===== src/rtl/dmac_ctrl_slv_if.sv =====
// AXI4-Lite control bus for the DMA controller register slave.
// Carries the five AXI4-Lite channels (AW, W, B, AR, R).
//   master modport: host side, drives valids/addresses/data and B/R readies.
//   slave modport : register block side, drives AW/W/AR readies and B/R responses.
interface dmac_ctrl_slv_if #(
    parameter int AW = 12,
    parameter int DW = 32
);
    logic          awvalid;
    logic          awready;
    logic [AW-1:0] awaddr;
    logic          wvalid;
    logic          wready;
    logic [DW-1:0] wdata;
    logic [DW/8-1:0] wstrb;
    logic          bvalid;
    logic          bready;
    logic [1:0]    bresp;
    logic          arvalid;
    logic          arready;
    logic [AW-1:0] araddr;
    logic          rvalid;
    logic          rready;
    logic [DW-1:0] rdata;
    logic [1:0]    rresp;

    modport master (
        output awvalid, awaddr, wvalid, wdata, wstrb, bready, arvalid, araddr, rready,
        input  awready, wready, bvalid, bresp, arready, rvalid, rdata, rresp
    );

    modport slave (
        input  awvalid, awaddr, wvalid, wdata, wstrb, bready, arvalid, araddr, rready,
        output awready, wready, bvalid, bresp, arready, rvalid, rdata, rresp
    );
endinterface


===== src/rtl/dmac_ctrl_slv.sv =====
// AXI4-Lite control-register slave in front of the DMA engine.
// Host programs BYTE_LEN / SRC / DST and writes START; the block pulses eng_start
// for one cycle, holds the operands static, tracks BUSY and keeps a sticky DONE.
// Ports:
//   ap_clk, ap_rst    clock, asynchronous active-high reset
//   s_axi_control     AXI4-Lite slave (dmac_ctrl_slv_if.slave)
//   eng_start         1-cycle start pulse to the engine
//   eng_done          1-cycle completion pulse from the engine
//   eng_byte_len      transfer length in bytes
//   eng_src_addr      source address (32-byte aligned)
//   eng_dst_addr      destination address (32-byte aligned)
module dmac_ctrl_slv #(
    parameter int C_S_AXI_CONTROL_ADDR_WIDTH = 12,
    parameter int C_S_AXI_CONTROL_DATA_WIDTH = 32
) (
    input  logic           ap_clk,
    input  logic           ap_rst,
    dmac_ctrl_slv_if.slave s_axi_control,
    output logic           eng_start,
    input  logic           eng_done,
    output logic [31:0]    eng_byte_len,
    output logic [31:0]    eng_src_addr,
    output logic [31:0]    eng_dst_addr
);
    if (C_S_AXI_CONTROL_DATA_WIDTH != 32) begin : g_bad_dw
        $error("dmac_ctrl_slv supports only a 32-bit control data width");
    end
    if (C_S_AXI_CONTROL_ADDR_WIDTH < 6) begin : g_bad_aw
        $error("dmac_ctrl_slv needs at least 6 control address bits");
    end

    localparam logic [5:0] A_CTRL = 6'h10;
    localparam logic [5:0] A_LEN  = 6'h14;
    localparam logic [5:0] A_SRC  = 6'h18;
    localparam logic [5:0] A_DST  = 6'h1C;
    localparam logic [31:0] ALIGN_MASK = 32'hFFFF_FFE0;

    typedef enum logic { W_IDLE, W_RESP } w_state_t;
    typedef enum logic { R_IDLE, R_DATA } r_state_t;

    w_state_t    w_state, w_next;
    r_state_t    r_state, r_next;

    logic        aw_got, w_got;
    logic [5:0]  aw_addr_q;
    logic [31:0] wdata_q;
    logic [3:0]  wstrb_q;

    logic [31:0] byte_len, src_addr, dst_addr;
    logic        busy, done;
    logic [31:0] rdata_q, rd_mux;

    logic        aw_hs, w_hs, ar_hs, wr_fire, busy_eff;
    logic [5:0]  wr_addr;
    logic [31:0] wr_data;
    logic [3:0]  wr_strb;

    function automatic logic [31:0] merge(input logic [31:0] old_v, input logic [31:0] new_v,
                                          input logic [3:0] strb);
        logic [31:0] v;
        v = old_v;
        for (int b = 0; b < 4; b++)
            if (strb[b]) v[8*b +: 8] = new_v[8*b +: 8];
        return v;
    endfunction

    assign aw_hs = s_axi_control.awvalid & s_axi_control.awready;
    assign w_hs  = s_axi_control.wvalid  & s_axi_control.wready;
    assign ar_hs = s_axi_control.arvalid & s_axi_control.arready;

    // A write commits on the edge where the later of the two beats lands;
    // the beat arriving on that edge is taken straight from the bus.
    assign wr_fire = (w_state == W_IDLE) & (aw_got | aw_hs) & (w_got | w_hs);
    assign wr_addr = aw_got ? aw_addr_q : s_axi_control.awaddr[5:0];
    assign wr_data = w_got  ? wdata_q   : s_axi_control.wdata;
    assign wr_strb = w_got  ? wstrb_q   : s_axi_control.wstrb;

    // Completion is handled before a coincident START so the START sees an idle engine.
    assign busy_eff = busy & ~eng_done;

    // ---------------- write FSM ----------------
    always_ff @(posedge ap_clk or posedge ap_rst) begin
        if (ap_rst) w_state <= W_IDLE;
        else        w_state <= w_next;
    end

    always_comb begin
        w_next = w_state;
        case (w_state)
            W_IDLE: if (wr_fire) w_next = W_RESP;
            W_RESP: if (s_axi_control.bready) w_next = W_IDLE;
            default: w_next = W_IDLE;
        endcase
    end

    always_comb begin
        s_axi_control.awready = (w_state == W_IDLE) & ~aw_got;
        s_axi_control.wready  = (w_state == W_IDLE) & ~w_got;
        s_axi_control.bvalid  = (w_state == W_RESP);
        s_axi_control.bresp   = 2'b00;
    end

    // Hold whichever beat arrives first until its partner shows up.
    always_ff @(posedge ap_clk or posedge ap_rst) begin
        if (ap_rst) begin
            aw_got    <= 1'b0;
            w_got     <= 1'b0;
            aw_addr_q <= '0;
            wdata_q   <= '0;
            wstrb_q   <= '0;
        end else if (wr_fire) begin
            aw_got <= 1'b0;
            w_got  <= 1'b0;
        end else begin
            if (aw_hs) begin
                aw_got    <= 1'b1;
                aw_addr_q <= s_axi_control.awaddr[5:0];
            end
            if (w_hs) begin
                w_got   <= 1'b1;
                wdata_q <= s_axi_control.wdata;
                wstrb_q <= s_axi_control.wstrb;
            end
        end
    end

    // ---------------- registers / engine handshake ----------------
    always_ff @(posedge ap_clk or posedge ap_rst) begin
        if (ap_rst) begin
            byte_len  <= '0;
            src_addr  <= '0;
            dst_addr  <= '0;
            busy      <= 1'b0;
            done      <= 1'b0;
            eng_start <= 1'b0;
        end else begin
            eng_start <= 1'b0;
            if (busy && eng_done) begin
                busy <= 1'b0;
                done <= 1'b1;
            end
            if (wr_fire && !busy_eff) begin
                case (wr_addr)
                    A_CTRL: if (wr_strb[0] && wr_data[0]) begin
                        if (byte_len != 32'd0) begin
                            eng_start <= 1'b1;
                            busy      <= 1'b1;
                            done      <= 1'b0;
                        end else begin
                            done      <= 1'b1;   // zero-length op completes instantly
                        end
                    end
                    A_LEN: byte_len <= merge(byte_len, wr_data, wr_strb);
                    A_SRC: src_addr <= merge(src_addr, wr_data, wr_strb) & ALIGN_MASK;
                    A_DST: dst_addr <= merge(dst_addr, wr_data, wr_strb) & ALIGN_MASK;
                    default: ;
                endcase
            end
        end
    end

    assign eng_byte_len = byte_len;
    assign eng_src_addr = src_addr;
    assign eng_dst_addr = dst_addr;

    // ---------------- read FSM ----------------
    always_ff @(posedge ap_clk or posedge ap_rst) begin
        if (ap_rst) r_state <= R_IDLE;
        else        r_state <= r_next;
    end

    always_comb begin
        r_next = r_state;
        case (r_state)
            R_IDLE: if (s_axi_control.arvalid) r_next = R_DATA;
            R_DATA: if (s_axi_control.rready)  r_next = R_IDLE;
            default: r_next = R_IDLE;
        endcase
    end

    always_comb begin
        s_axi_control.arready = (r_state == R_IDLE);
        s_axi_control.rvalid  = (r_state == R_DATA);
        s_axi_control.rdata   = rdata_q;
        s_axi_control.rresp   = 2'b00;
    end

    always_comb begin
        rd_mux = '0;
        case (s_axi_control.araddr[5:0])
            A_CTRL:  rd_mux = {29'd0, ~busy, done, busy};
            A_LEN:   rd_mux = byte_len;
            A_SRC:   rd_mux = src_addr;
            A_DST:   rd_mux = dst_addr;
            default: rd_mux = '0;
        endcase
    end

    always_ff @(posedge ap_clk or posedge ap_rst) begin
        if (ap_rst)     rdata_q <= '0;
        else if (ar_hs) rdata_q <= rd_mux;
    end
endmodule


===== src/flat_wrapper.sv =====
// flat-port wrapper written by rule: the top's interface ports become plain ports
module dmac_ctrl_slv_flat 
#(
    parameter int C_S_AXI_CONTROL_ADDR_WIDTH = 12,
    parameter int C_S_AXI_CONTROL_DATA_WIDTH = 32
)
  (ap_clk, ap_rst, eng_start, eng_done, eng_byte_len, eng_src_addr, eng_dst_addr, s_axi_control_awvalid, s_axi_control_awaddr, s_axi_control_wvalid, s_axi_control_wdata, s_axi_control_wstrb, s_axi_control_bready, s_axi_control_arvalid, s_axi_control_araddr, s_axi_control_rready, s_axi_control_awready, s_axi_control_wready, s_axi_control_bvalid, s_axi_control_bresp, s_axi_control_arready, s_axi_control_rvalid, s_axi_control_rdata, s_axi_control_rresp);
  dmac_ctrl_slv_if #(.AW(12), .DW(32)) s_axi_control_i ();
  input  logic ap_clk;
  input  logic ap_rst;
  output logic eng_start;
  input  logic eng_done;
  output logic [31:0] eng_byte_len;
  output logic [31:0] eng_src_addr;
  output logic [31:0] eng_dst_addr;
  input wire logic [$bits(s_axi_control_i.awvalid)-1:0] s_axi_control_awvalid;
  input wire logic [$bits(s_axi_control_i.awaddr)-1:0] s_axi_control_awaddr;
  input wire logic [$bits(s_axi_control_i.wvalid)-1:0] s_axi_control_wvalid;
  input wire logic [$bits(s_axi_control_i.wdata)-1:0] s_axi_control_wdata;
  input wire logic [$bits(s_axi_control_i.wstrb)-1:0] s_axi_control_wstrb;
  input wire logic [$bits(s_axi_control_i.bready)-1:0] s_axi_control_bready;
  input wire logic [$bits(s_axi_control_i.arvalid)-1:0] s_axi_control_arvalid;
  input wire logic [$bits(s_axi_control_i.araddr)-1:0] s_axi_control_araddr;
  input wire logic [$bits(s_axi_control_i.rready)-1:0] s_axi_control_rready;
  output wire logic [$bits(s_axi_control_i.awready)-1:0] s_axi_control_awready;
  output wire logic [$bits(s_axi_control_i.wready)-1:0] s_axi_control_wready;
  output wire logic [$bits(s_axi_control_i.bvalid)-1:0] s_axi_control_bvalid;
  output wire logic [$bits(s_axi_control_i.bresp)-1:0] s_axi_control_bresp;
  output wire logic [$bits(s_axi_control_i.arready)-1:0] s_axi_control_arready;
  output wire logic [$bits(s_axi_control_i.rvalid)-1:0] s_axi_control_rvalid;
  output wire logic [$bits(s_axi_control_i.rdata)-1:0] s_axi_control_rdata;
  output wire logic [$bits(s_axi_control_i.rresp)-1:0] s_axi_control_rresp;
  assign s_axi_control_i.awvalid = s_axi_control_awvalid;
  assign s_axi_control_i.awaddr = s_axi_control_awaddr;
  assign s_axi_control_i.wvalid = s_axi_control_wvalid;
  assign s_axi_control_i.wdata = s_axi_control_wdata;
  assign s_axi_control_i.wstrb = s_axi_control_wstrb;
  assign s_axi_control_i.bready = s_axi_control_bready;
  assign s_axi_control_i.arvalid = s_axi_control_arvalid;
  assign s_axi_control_i.araddr = s_axi_control_araddr;
  assign s_axi_control_i.rready = s_axi_control_rready;
  assign s_axi_control_awready = s_axi_control_i.awready;
  assign s_axi_control_wready = s_axi_control_i.wready;
  assign s_axi_control_bvalid = s_axi_control_i.bvalid;
  assign s_axi_control_bresp = s_axi_control_i.bresp;
  assign s_axi_control_arready = s_axi_control_i.arready;
  assign s_axi_control_rvalid = s_axi_control_i.rvalid;
  assign s_axi_control_rdata = s_axi_control_i.rdata;
  assign s_axi_control_rresp = s_axi_control_i.rresp;
  dmac_ctrl_slv #(.C_S_AXI_CONTROL_ADDR_WIDTH(C_S_AXI_CONTROL_ADDR_WIDTH), .C_S_AXI_CONTROL_DATA_WIDTH(C_S_AXI_CONTROL_DATA_WIDTH)) u_core (.ap_clk(ap_clk), .ap_rst(ap_rst), .s_axi_control(s_axi_control_i), .eng_start(eng_start), .eng_done(eng_done), .eng_byte_len(eng_byte_len), .eng_src_addr(eng_src_addr), .eng_dst_addr(eng_dst_addr));
endmodule

===== config.mk =====
export PLATFORM = sky130hd
export DESIGN_NAME = dmac_ctrl_slv_flat
export DESIGN_NICKNAME = d
export VERILOG_FILES = /design/src/rtl/dmac_ctrl_slv_if.sv /design/src/rtl/dmac_ctrl_slv.sv /design/src/flat_wrapper.sv
export SDC_FILE = /design/constraint.sdc
export NUM_CORES = 1
export LEC_CHECK = 0
export CAP_MARGIN = 20
export CORE_MARGIN = 5
export CORE_UTILIZATION = 43
export DETAILED_ROUTE_END_ITERATION = 16
export PLACE_DENSITY = 0.76
export SLEW_MARGIN = 25
export SYNTH_ARGS = -nofsm -noshare
export SYNTH_HDL_FRONTEND = slang
export SYNTH_SLANG_ARGS = --single-unit

===== constraint.sdc =====
create_clock -name ap_clk -period 4.6 [get_ports ap_clk]
set_input_delay 0.46 -clock ap_clk [delete_from_list [all_inputs] [get_ports ap_clk]]
set_output_delay 0.46 -clock ap_clk [all_outputs]
set_load 0.05 [all_outputs]

==> impl_metrics.tcl, run 1 <==
set metrics [dict create \
    outcome "finished, final reports clean" \
    dieArea_um2 19630 \
    setup_viol 0 \
    placedCellCount 923 \
    initial_core_util_pct 43.90 \
    clock.fmax_ghz 0.3483 \
    crit_slowest_cell "nor2b_1" \
    whs_ns 0.3439 \
    globalplace.congestion 0.8174 \
    final_max_slew_viol_count 0 \
    drc_errors 0 \
    synth_edf_count 0 \
    synth_top_family_by_area "multiplexers" \
    synth_cells 545 \
    grt_pass1_wl_um 32290 \
    grt_overflow 0 \
    dr_wl_met2_um 10100 \
    fin_cells 956 \
    drt_wl_total_um 20530 \
    critPathArrivalTime_ns 3.17 \
    first_pass_iters 8 \
    yosysTopAreaCell "dfrtp_1" \
    synthTopCellsByArea "dfrtp_1 57%, mux2_2 25%, a222oi_1 3.7%, a21oi_1 2.1%, nor2_1 1.8%" \
    final_nets 791 \
    grt_util_all_layers_pct 20.98 \
    io_buffers 179 \
    clkLatencyLatePin_ns 0.42 \
    holdBufCountCts 0 \
    hp-class "in -> async" \
    critPathLaunchType "flop" \
    path_cells "nor3b_1 > nand4b_1 > a211o_1 > nor2b_1 > mux2_2" \
    wl_per_cell_um 21.47 \
    cts-buffers-inserted 17 \
    syn_area_per_cell_um2 13.36 \
    clock_sinks 167 \
    relSlewSlack_pct 32.78 \
    netlist_area_um2 7279 \
    reg2regPathDepth 5 \
    synth.area.mux_share_pct 25.63 \
    antennaDiodeCount 0 \
    p_per_area_nw_per_um2 652.0 \
    antenna_found_initial 0 \
    finalSetupTns_ns 0 \
    routed_via_density 5.520 \
    synthArstFlopShare_pct 100.0 \
    die_h_um 140.1 \
    finalHoldViolations 0 \
    antenna_left 0 \
    clockRootBuffer "clkbuf_16" \
    met3_length_um 1620 \
    tritoncts "done" \
    rr_startpoint "u_core.aw_got$_DFFE_PP0P_" \
    htreeDepth 4 \
    static-leakage-power_nw 4.302 \
    synth_common_cells "167 x dfrtp_1, 162 x mux2_2, 35 x nor2_1" \
    nFillCells 1297 \
    grt_pass1_vias 5776 \
    drive_above_1_share_pct 28.80 \
    ys_ff_latch 167 \
    critPathKind "reg -> reg" \
    drt_iter0_drc 348 \
    slowest_delay_ns 0.81 \
    post-synth-top-count-cell "dfrtp_1" \
    die_w_um 140.1 \
    vdd_drop_max_uv 338.7 \
    synth_warnings 0 \
    dp.final_hpwl_um 13930 \
    path_max_fanout 14 \
    min_period_ns 2.871 \
    reg2reg_slack_ns 1.73 \
    clockBufferDepth 2 \
    rows 47 \
    grt_max_degree 88 \
    end_kind "flop" \
    wl_met1_um 8520 \
    yosysTopAreaCellShare_pct 57.41 \
    routed.top_layer "met4" \
    synthAdderAreaFrac_pct 0 \
    crit_required_ns 4.90 \
    synth_ff_type "dfrtp_1" \
    fin_crit_sh_pct 62.41 \
    rsz0062_at_grt "false" \
    syn2layout_area_growth_pct 36.23 \
    yosys.area_share.simple_pct 5.947 \
    tightestPinTransition_ns 1.006 \
    synth.distinct_cells 38 \
    clk_pin_slew_ns 0.06 \
    synth_compound_area_share_pct 7.546 \
    cts_setup_buffers 0 \
    synth_xor_area_share_pct 0 \
    ioPinCount 206 \
    clock_skew_ns 0.007989 \
    r2r_end "u_core.eng_src_addr[11]$_DFFE_PP0P_" \
    coreArea_um2 16580 \
    ys_seq_area_share_pct 57.41 \
    ctsResizeCount 0 \
    drv_cap 0 \
    vias 5277 \
]
[sequential cells by signal, indices dropped and copies added, names as in the netlist]
signal	flops
u_core.aw_addr_q	6
u_core.s_axi_control.rdata	32
u_core.eng_byte_len	32
u_core.s_axi_control.bvalid	1
u_core.eng_dst_addr	27
u_core.w_got	1
u_core.eng_src_addr	27
u_core.aw_got	1
u_core.wdata_q	32
u_core.done	1
u_core.busy	1
u_core.wstrb_q	4
u_core.eng_start	1
u_core.s_axi_control.rvalid	1
[layout make-up]
class	instances	area, um2	share of cell area [%]
clock buffer	22	474.2	4.782
timing repair buffer	187	1877	18.93
clock inverter	10	168.9	1.703
inverter	6	26.28	0.2650
tap	220	275.3	2.776
multi-input combinational	344	2915	29.40
sequential	167	4180	42.15
[metrics by stage]
step	utilization (%)	power (mW)	area (um2)	setup slack, ns
after floorplan	-	4.030	7332	2.013
after global placement	55.78	4.872	9250	1.552
after detailed placement	55.78	4.958	9250	1.508
after CTS	59.66	6.517	9893	1.746
after global routing	59.80	6.770	9917	1.620
final	59.80	6.466	9917	1.729
[where the power goes]
group,leakage (nW),internal [mW],switching [mW],total [mW]
sequential,2.17,1.92,0.357,2.28
clock,0.303,0.956,0.576,1.53
combinational,1.83,1.04,1.61,2.66
total,4.30,3.92,2.55,6.47
[cell usage in the layout, fill, tap and decap left out, drive strengths merged]
| cell type | count |
|---|---|
| clkdlybuf4s50 | 179 |
| dfrtp | 167 |
| mux2 | 163 |
| nor2 | 36 |
| a21oi | 31 |
| a222oi | 27 |
| clkbuf | 22 |
| nand2 | 19 |
| conb | 14 |
| nor4 | 8 |
| o21ai | 8 |
| buf | 8 |
| nand4 | 6 |
| inv | 5 |
| nand3 | 5 |
| nor2b | 5 |
| clkinvlp | 4 |
| bufinv | 4 |
| mux2i | 3 |
| clkinv | 3 |
| nand4b | 2 |
| nor3 | 2 |
| and3 | 2 |
| nand2b | 1 |
| nor3b | 1 |
| a32oi | 1 |
| o21ba | 1 |
| a211o | 1 |
| o21a | 1 |
| o32a | 1 |
| a211oi | 1 |
| o2111a | 1 |
| o21bai | 1 |
| nor4b | 1 |
| a21o | 1 |
| nand3b | 1 |
[cell families after synthesis]
| family | after synthesis |
|---|---|
| multiplexers | 166 |
| flip-flops | 167 |
| AND/OR/NAND/NOR | 89 |
| AO/OA/AOI/OAI | 75 |
| other | 1 |
| buffers and inverters | 47 |
[how the worst max path moves through the flow]
stage | from | endpoint | slack (ns)
floorplan | ap_rst | u_core.aw_addr_q[0]$_DFFE_PP0P_ | 2.01
global placement | s_axi_control_wvalid | u_core.eng_src_addr[14]$_DFFE_PP0P_ | 1.55
detailed placement | s_axi_control_araddr[4] | u_core.s_axi_control.rdata[12]$_DFFE_PP0P_ | 1.51
CTS | u_core.aw_got$_DFFE_PP0P_ | u_core.eng_src_addr[11]$_DFFE_PP0P_ | 1.75
global route | u_core.aw_got$_DFFE_PP0P_ | u_core.eng_src_addr[11]$_DFFE_PP0P_ | 1.62
finish | u_core.aw_got$_DFFE_PP0P_ | u_core.eng_src_addr[11]$_DFFE_PP0P_ | 1.73
[worst max-delay path, delay by kind of cell, from the launching register on]
kind	cells	cell delay, ns
and+or+nand+nor	3	1.32
AOI/OAI and AO/OA	1	0.41
DFF	1	0.60
muxes	1	0.42
[metal layers]
metal / vias up / GRT usage, %
met5: - / 0
met2: 220 / 34.64
met1: 2676 / 26.75
met3: 24 / 6.339
met4: 0 / 6.425
li1: 2357 / -
No activity file was read; power rests on OpenSTA's default activity.
==> inputs of run 2 (changes only) <==
==> constraint.sdc (replaced) <==
create_clock -name ap_clk -period 2.35 [get_ports ap_clk]
set_input_delay 0.235 -clock ap_clk [delete_from_list [all_inputs] [get_ports ap_clk]]
set_output_delay 0.235 -clock ap_clk [all_outputs]
set_load 0.05 [all_outputs]
==> run 2 against run 1 <==
  * Register-to-register slack lost 1.4 ns
  * Worst setup slack lost 1.6 ns
  * Largest power group unchanged
  * Non-clock buffer count grew 17
  * Largest cell class unchanged
==> impl_metrics.tcl, run 2 (same netlist as run 1, synthesis figures left out) <==
set metrics [dict create \
    die_h_um 140.1 \
    nFillCells 1308 \
    placedCellCount 941 \
    drv_cap 0 \
    setup_viol 0 \
    dieArea_um2 19630 \
    ioPinCount 206 \
    wl_per_cell_um 21.05 \
    drive_above_1_share_pct 30.15 \
    holdBufCountCts 0 \
    path_max_fanout 39 \
    initial_core_util_pct 43.90 \
    globalplace.congestion 0.8270 \
    clock_skew_ns 0.007325 \
    grt_overflow 0 \
    tightestPinTransition_ns 0.5529 \
    fin_crit_sh_pct 94.22 \
    critPathKind "reg -> out" \
    reg2reg_slack_ns 0.33 \
    end_kind "primary output" \
    critPathArrivalTime_ns 1.98 \
    p_int_mw 7.371 \
    path_cells "buf_12 > nor2_1 > clkdlybuf4s50_1" \
    vdd_drop_max_uv 688.0 \
    cts_setup_buffers 0 \
    clockBufferDepth 2 \
    p_per_area_nw_per_um2 1237 \
    routed_via_density 5.561 \
    first_pass_iters 6 \
    ctsResizeCount 0 \
    rsz0062_at_grt "false" \
    syn2layout_area_growth_pct 36.97 \
    final_max_slew_viol_count 0 \
    reg2regPathDepth 7 \
    pwr-share-seq_pct 36.1 \
    critPathCapture "s_axi_control_wready" \
    clock.fmax_ghz 0.4517 \
    final_nets 808 \
    slowest_delay_ns 0.81 \
    grt_util_all_layers_pct 20.97 \
    fin_cells 973 \
    io_buffers 179 \
    swShare_pct 40.23 \
    die_w_um 140.1 \
    final_util_pct 60.13 \
    dp.final_hpwl_um 14410 \
    clkLatencyLatePin_ns 0.42 \
    htreeDepth 4 \
    hp-class "in -> async" \
    vias 5411 \
    relSlewSlack_pct 62.80 \
    crit_cells 3 \
    antenna_found_initial 0 \
    comb_power_share_pct 42.8 \
    cts-buffers-inserted 17 \
    rr_startpoint "u_core.s_axi_control.bvalid$_DFF_PP0_" \
    worst-path-buf-inv 2 \
    power_mw 12.33 \
    clockRootBuffer "clkbuf_16" \
    cpLargestDelayFamily "buffers and inverters" \
    antenna_left 0 \
    drt_wl_total_um 20490 \
    min_period_ns 2.214 \
    drt_iter0_drc 323 \
    crit_slowest_cell "clkdlybuf4s50_1" \
    finalHoldViolations 0 \
    final_cell_mix "179 x clkdlybuf4s50_1, 166 x dfrtp_1, 162 x mux2_2" \
    placed_area_um2 9425 \
    antennaDiodeCount 0 \
    grt_pass1_vias 5694 \
    grt_pass1_wl_um 32310 \
    crit_path_start "u_core.w_got$_DFFE_PP0P_" \
    clock_sinks 167 \
    critPathLaunchType "flop" \
    outcome "finished, final reports clean" \
    p_clk_share_pct 21.1 \
    drc_errors 0 \
    rows 47 \
    tritoncts "done" \
    crit_required_ns 2.12 \
    static-leakage-power_nw 4.358 \
    clk_pin_slew_ns 0.06 \
    grt_max_degree 74 \
    finalSetupTns_ns 0 \
    coreArea_um2 16580 \
    p_sw_mw 4.962 \
    layout_commonest_cell "clkdlybuf4s50_1" \
    finish.instance_area_um2 9971 \
    r2r_end "u_core.eng_byte_len[23]$_DFFE_PP0P_" \
]
[run 2: changes by cell type in the layout (fill, tap and decap cells not counted)]
cell,before,now
buf_4,6,21
clkinv_2,0,4
bufinv_16,4,1
clkbuf_1,2,5
buf_12,2,4
clkinv_4,3,1
and3_2,0,1
and3_4,1,0
clkbuf_8,3,2
clkinvlp_4,4,3
nor2_1,34,33
nor2_2,2,3
[run 2: metal layers]
metal  global-route usage, %  vias to the layer above  routed length, um
met5                       0                        -                  0
met4                   6.782                        0                377
met3                   5.385                       31               1560
met2                   33.48                      225               9683
met1                   28.22                     2765               8864
li1                        -                     2390                  -
[run 2: final cells by class]
cell class,instances,area [um2],share of cell area [%]
flip-flops and latches,167,4180,41.92
multi-input cells,344,2914,29.23
repair buffers,204,2029,20.35
clock buffers,24,471.7,4.731
well taps,220,275.3,2.761
clock inverters,8,73.82,0.7404
inverters,6,26.28,0.2635
[run 2: per-stage QoR]
stage	setup WS [ns]	hold slack, ns
2_1_floorplan	-0.01175	0.3204
3_3_place_gp	0.07433	0.4613
3_5_place_dp	0.04124	0.4818
4_1_cts	0.1053	0.2898
5_1_grt	0.07587	0.3054
6_report	0.1359	0.2953
[run 2: how the worst min path moves through the flow]
stage,endpoint,depth (start not counted),start,slack (ns)
final,u_core.wdata_q[3]$_DFFE_PP0P_,3,ap_rst,0.30
after floorplan,u_core.busy$_DFF_PP0_,1,eng_done,0.32
after detailed placement,u_core.s_axi_control.rdata[2]$_DFFE_PP0P_,2,u_core.s_axi_control.rdata[2]$_DFFE_PP0P_,0.48
after global routing,u_core.wdata_q[3]$_DFFE_PP0P_,3,ap_rst,0.31
after CTS,u_core.wdata_q[3]$_DFFE_PP0P_,3,ap_rst,0.29
after global placement,u_core.s_axi_control.rdata[4]$_DFFE_PP0P_,2,u_core.s_axi_control.rdata[4]$_DFFE_PP0P_,0.46
[run 2: tightest hold or removal path: cells and delay by family]
family / cells / cell delay (ns)
buf+inv: 3 / 0.83
[run 2: power by group through the flow]
stage / sequential (mW) / clock [mW] / combinational, mW
2_1_floorplan: 6.01 / 0 / 1.88
3_3_place_gp: 4.43 / 0 / 5.19
3_5_place_dp: 4.48 / 0 / 5.30
4_1_cts: 4.45 / 2.65 / 5.32
5_1_grt: 4.56 / 2.79 / 5.54
6_report: 4.46 / 2.60 / 5.28
